--- config.mk ---
export PLATFORM = sky130hd
export DESIGN_NAME = prefetch_q
export DESIGN_NICKNAME = d
export VERILOG_FILES = /design/src/rtl/prefetch_q.sv
export SDC_FILE = /design/constraint.sdc
export NUM_CORES = 1
export LEC_CHECK = 0
export BUFFER_PORTS_ARGS = -buffer_cell sky130_fd_sc_hd__buf_2
export CAP_MARGIN = 20
export CORE_MARGIN = 2
export CORE_UTILIZATION = 55
export DETAILED_ROUTE_END_ITERATION = 7
export MAX_ROUTING_LAYER = met4
export PLACE_DENSITY = 0.75
export SKIP_CTS_REPAIR_TIMING = 1
export SYNTH_ARGS = -nofsm -noshare
export SYNTH_HDL_FRONTEND = slang
export SYNTH_SLANG_ARGS = --single-unit
export TNS_END_PERCENT = 1
--- constraint.sdc ---
create_clock -name clk -period 5.8 [get_ports clk]
set_clock_uncertainty 0.05 [all_clocks]
set_input_delay 0 -clock clk [delete_from_list [all_inputs] [get_ports clk]]
set_output_delay 0 -clock clk [all_outputs]
set_load 0.01 [all_outputs]
--- src/rtl/prefetch_q.sv ---
// Instruction prefetch queue: issues sequential memory beats, assembles 32-bit
// little-endian instructions and buffers them with their PCs for decode.
module prefetch_q #(
    parameter int unsigned BUS_BYTES = 1,
    parameter int unsigned DEPTH     = 4,
    parameter logic [31:0] RESET_PC  = 32'h0
) (
    input  logic                   clk,
    input  logic                   rst,
    output logic [31:0]            mem_a,
    output logic                   mem_rd,
    input  logic                   mem_gnt,
    input  logic [8*BUS_BYTES-1:0] mem_rn,
    input  logic                   redir,
    input  logic [31:0]            redir_pc,
    output logic                   valid_o,
    input  logic                   ready_i,
    output logic [31:0]            is_o,
    output logic [31:0]            pc_o
);

    localparam int unsigned BEATS = 4 / BUS_BYTES;
    localparam int unsigned BCW   = (BEATS > 1) ? $clog2(BEATS) : 1;
    localparam int unsigned PW    = $clog2(DEPTH);
    localparam int unsigned CW    = $clog2(DEPTH + 1);
    localparam logic [31:0] NOP   = 32'h0000_0013;
    localparam logic [BCW-1:0] LAST_BC = BCW'(BEATS - 1);

    logic [31:0]    fpc;
    logic [BCW-1:0] bc;
    logic [BCW-1:0] ret_bc;
    logic           busy;
    logic           pend;
    logic           kill;
    logic           hold;
    logic [31:0]    asm_w;
    logic [31:0]    asm_pc;
    logic [31:0]    asm_nxt;
    logic [PW-1:0]  head;
    logic [PW-1:0]  tail;
    logic [CW-1:0]  cnt;
    logic [CW:0]    used;
    logic [31:0]    q_is [DEPTH];
    logic [31:0]    q_pc [DEPTH];

    logic pop;
    logic push;
    logic wr;
    logic acc;
    logic room;
    logic unused_pc_bits;

    assign unused_pc_bits = ^redir_pc[1:0];

    // Head presentation is driven from stored state only, never from ready_i.
    assign valid_o = (cnt != '0);
    assign is_o    = valid_o ? q_is[head] : NOP;
    assign pc_o    = valid_o ? q_pc[head] : 32'h0;
    assign pop     = valid_o & ready_i;

    // A first beat needs a free slot counting the instruction still assembling;
    // hold keeps a stalled request up even if the slot check would now fail.
    assign used   = (CW+1)'(cnt) + (CW+1)'(busy) - (CW+1)'(pop);
    assign room   = (used < (CW+1)'(DEPTH));
    assign mem_rd = !rst && !redir && (hold || (bc != '0) || room);
    assign mem_a  = fpc + 32'(bc) * BUS_BYTES;
    assign acc    = mem_rd & mem_gnt;

    assign wr   = pend & !kill & !redir;
    assign push = wr & (ret_bc == LAST_BC);

    // Merge the returning beat into its byte lanes of the assembly word.
    always_comb begin
        asm_nxt = asm_w;
        for (int i = 0; i < int'(BUS_BYTES); i++) begin
            asm_nxt[8*(int'(ret_bc)*int'(BUS_BYTES) + i) +: 8] = mem_rn[8*i +: 8];
        end
    end

    always_ff @(posedge clk) begin
        if (rst) begin
            fpc    <= RESET_PC;
            bc     <= '0;
            ret_bc <= '0;
            busy   <= 1'b0;
            pend   <= 1'b0;
            kill   <= 1'b0;
            hold   <= 1'b0;
            asm_w  <= '0;
            asm_pc <= '0;
            head   <= '0;
            tail   <= '0;
            cnt    <= '0;
        end else if (redir) begin
            fpc  <= {redir_pc[31:2], 2'b00};
            bc   <= '0;
            busy <= 1'b0;
            pend <= 1'b0;
            kill <= pend;
            hold <= 1'b0;
            head <= '0;
            tail <= '0;
            cnt  <= '0;
        end else begin
            pend <= acc;
            kill <= 1'b0;
            hold <= mem_rd & !mem_gnt;
            if (acc) begin
                ret_bc <= bc;
                if (bc == '0) asm_pc <= fpc;
                if (bc == LAST_BC) begin
                    bc  <= '0;
                    fpc <= fpc + 32'd4;
                end else begin
                    bc <= bc + BCW'(1);
                end
            end
            if (wr) asm_w <= asm_nxt;
            if (acc && (bc == '0)) busy <= 1'b1;
            else if (push)         busy <= 1'b0;
            if (pop)  head <= head + PW'(1);
            if (push) tail <= tail + PW'(1);
            cnt <= cnt + CW'(push) - CW'(pop);
        end
    end

    // Slot storage needs no reset; occupancy alone qualifies it.
    always_ff @(posedge clk) begin
        if (push && !rst) begin
            q_is[tail] <= asm_nxt;
            q_pc[tail] <= asm_pc;
        end
    end

endmodule
==> reports/results.txt <==
Hold crit path type: in2reg
Total grt overflow: 0
Pwr dens: 292 nW/um2
First-pass GRT wire length: 52.9 mm
GR Util met2: 0.369
Reg clk slew, reported paths: 60 ps
Routed via count: 9,896
R2R cell count: 9
Die area: 28,400 um2
TNS Setup: 0 ps
Die height: 169 um
Commonest cells after routing, fill and taps aside: edfxtp_1, buf_2, dfxtp_1
All-Layer GR Usage: 0.248
GR Layer Usage met1: 0.352
RSZ-0062 raised after global routing: no
Pre-antenna DRT Iters: 5
Reg-to-reg critical path startpoint: cnt[1]
Clk root buf: clkbuf_16
ANT nets after route: 0
Starting Density: 0.556
Initial antenna violation count: 0
Slew Viols, Final: 0
Layout cells sized above 1: 0.223
Adder-cell share of the synthesized area: 0.0139
Hold Path Cell Cnt: 6
Core Rows: 60
Max cap viols: 0
Final WS setup: 2170 ps
PortBufs: 138
# setup viols final: 0
Initial DRC Count: 1,108
Synth area leader: edfxtp_1
Largest net degree at the start of global routing: 56
R2r setup slk: 2170 ps
Maximum VDD drop: 0.162 mV
CP Capture Type: flip-flop
Clk_lat worst skew: 520 ps
Hold Violations, Final: 0
Post-Synth XOR/XNOR Area: 0.00353
CTS H-tree depth: 2
Largest family of logic cells by synthesized area: simple AND/OR/NAND/NOR gates
Critical Path AT: 3980 ps
Total power: 5.06 mW
YS warnings: 0
CTS tree: done
Drt total wl: 34.6 mm
Io pins: 143
Nets: 1,318
Avg Inst Size Synth: 13.5 um2
Post-Synthesis Cell Area: 14,900 um2
CTS sink count: 357
DRC viols: 0
Most used flip-flop cell after synthesis: edfxtp_1
Crit share post-route: 0.626
Area grow syn2layout: 16.2%
CTS Buf Count: 35
Dpl ws: 2250 ps
Worst-margin pin slew: 1080 ps
Yosys cell types: 57
Post-Synthesis Cells: 1,101
Placed Area: 15,800 um2
Time the worst path needs with I/O delays and setup: 3630 ps
HP Start: redir_pc[16]
Critical Path RT: 6150 ps
Compound-Gate Fraction of Synth Area: 0.0782
Mux cell area share after synthesis: 0.0961
Fin area: 17,300 um2
Chip Width: 169 um
Dpl hpwl: 21.0 mm
Core Area: 26,800 um2
Critical path launch point type: flip-flop
Ranking of synthesized cells by area: edfxtp_1, dfxtp_1, mux4_2
Grt met3 use: 0.0435
Maximum clock path buffer count: 3
Vias per cell: 6.10
Routed WL per cell: 21.3 um
Post-Synth Simple-Gate Area: 0.132
Vias in the first global route: 9,473
P_leak: 6.10 nW
Ys async rst share: 0
Max frequency: 275 MHz
R2R Path End: fpc[2]
Post-synth EDFFs: 248
CP max FO: 39
Seq/Total Area, Yosys: 0.647
Worst Setup Path Type: reg2reg
Relative slew slack: 0.282
Post-synthesis sequential element count: 357
Grt peak-use layer: met2
Hold Path End: fpc[16]
GPL Wtd Cong: 0.881
Share of the synthesized area in the top cell type: 0.500
Commonest non-fill, non-tap cell in the layout: edfxtp_1
ANT cells: 0
Run status: finished clean
==> critical path, cell delays in order, from the launching register on <==
cell	delay, ps
dfxtp_1	480
o31ai_4	150
or2_2	290
ha_1	290
nand2_1	70
o311ai_2	400
mux2i_4	810
buf_4	490
o21ai_0	160
a311oi_1	300
==> power by group <==
part	switching (mW)	total, mW	internal [mW]
combinational	0.111	0.187	0.0759
clock	0.910	2.10	1.19
sequential	0.0365	2.77	2.73
==> kinds of logic (layout without fill, tap and decap cells) <==
group                    Yosys count  in the layout
adder cells (fa/ha/maj)           16             16
AO/OA/AOI/OAI                    176            176
flip-flops                       357            357
AND/OR/NAND/NOR                  371            371
XOR/XNOR                           6              6
buffers and inverters            109            289
multiplexers                      65             65
other                              1              2
==> state kept, by name, summed over array words and instances, names as in the netlist, 2 cells and up, named ones only <==
name,cells
asm_w,32
head,2
bc,2
asm_pc,30
q_pc,120
q_is,128
ret_bc,2
tail,2
fpc,30
cnt,3
==> synthesized netlist by cell type (4+ instances only) <==
cell type	number
edfxtp_1	248
dfxtp_1	109
nor2_1	74
nand2_1	71
and2_1	68
mux4_2	62
o21ai_0	55
clkbuf_1	54
nand3_1	43
a21oi_1	39
a311oi_1	37
inv_1	31
nand2b_1	25
nand4_1	22
buf_2	17
ha_1	15
and3_1	14
a22oi_1	9
nor3_1	9
nor4b_1	7
or2_2	7
nor3b_1	6
o21bai_1	6
o31ai_1	6
a2111oi_0	5
or3_1	5
a31oi_1	4
and4_1	4
buf_1	4
nor2b_1	4
or4_1	4
xor2_1	4
==> layout make-up <==
type / count / area [um2]
Inverter: 32 / 120
Sequential cell: 357 / 9630
Clock inverter: 18 / 111
Multi-Input combinational cell: 636 / 4850
Tap cell: 341 / 427
Timing Repair Buffer: 195 / 1220
Clock buffer: 44 / 940
Fill cell: 1944 / 9500
==> how the worst max path moves through the flow <==
stage | start | to | slack (ps) | cells after the start
after detailed placement | cnt[1] | fpc[9] | 2250 | 9
after global placement | cnt[1] | fpc[4] | 2370 | 9
after floorplan | pend | q_is[0][0] | 2760 | 4
final | cnt[1] | fpc[2] | 2170 | 9
after CTS | cnt[1] | fpc[9] | 2220 | 9
after global routing | cnt[1] | fpc[3] | 1960 | 9
==> per-layer routing <==
| metal | part of all wire | vias to the layer above |
|---|---|---|
| li1 | - | 4484 |
| met2 | 0.47 | 432 |
| met4 | 0.023 | 0 |
| met1 | 0.43 | 4911 |
| met3 | 0.072 | 69 |
| met5 | 0 | - |
==> per-stage QoR <==
stage	hold WS (ps)	utilization	std cells
after floorplan	91.7	-	1102
after global placement	219	0.591	1521
after detailed placement	218	0.591	1521
after CTS	-301	0.630	1583
after global routing	39.8	0.646	1623
final	4.33	0.646	1623
(Power assumes the default switching activity.)
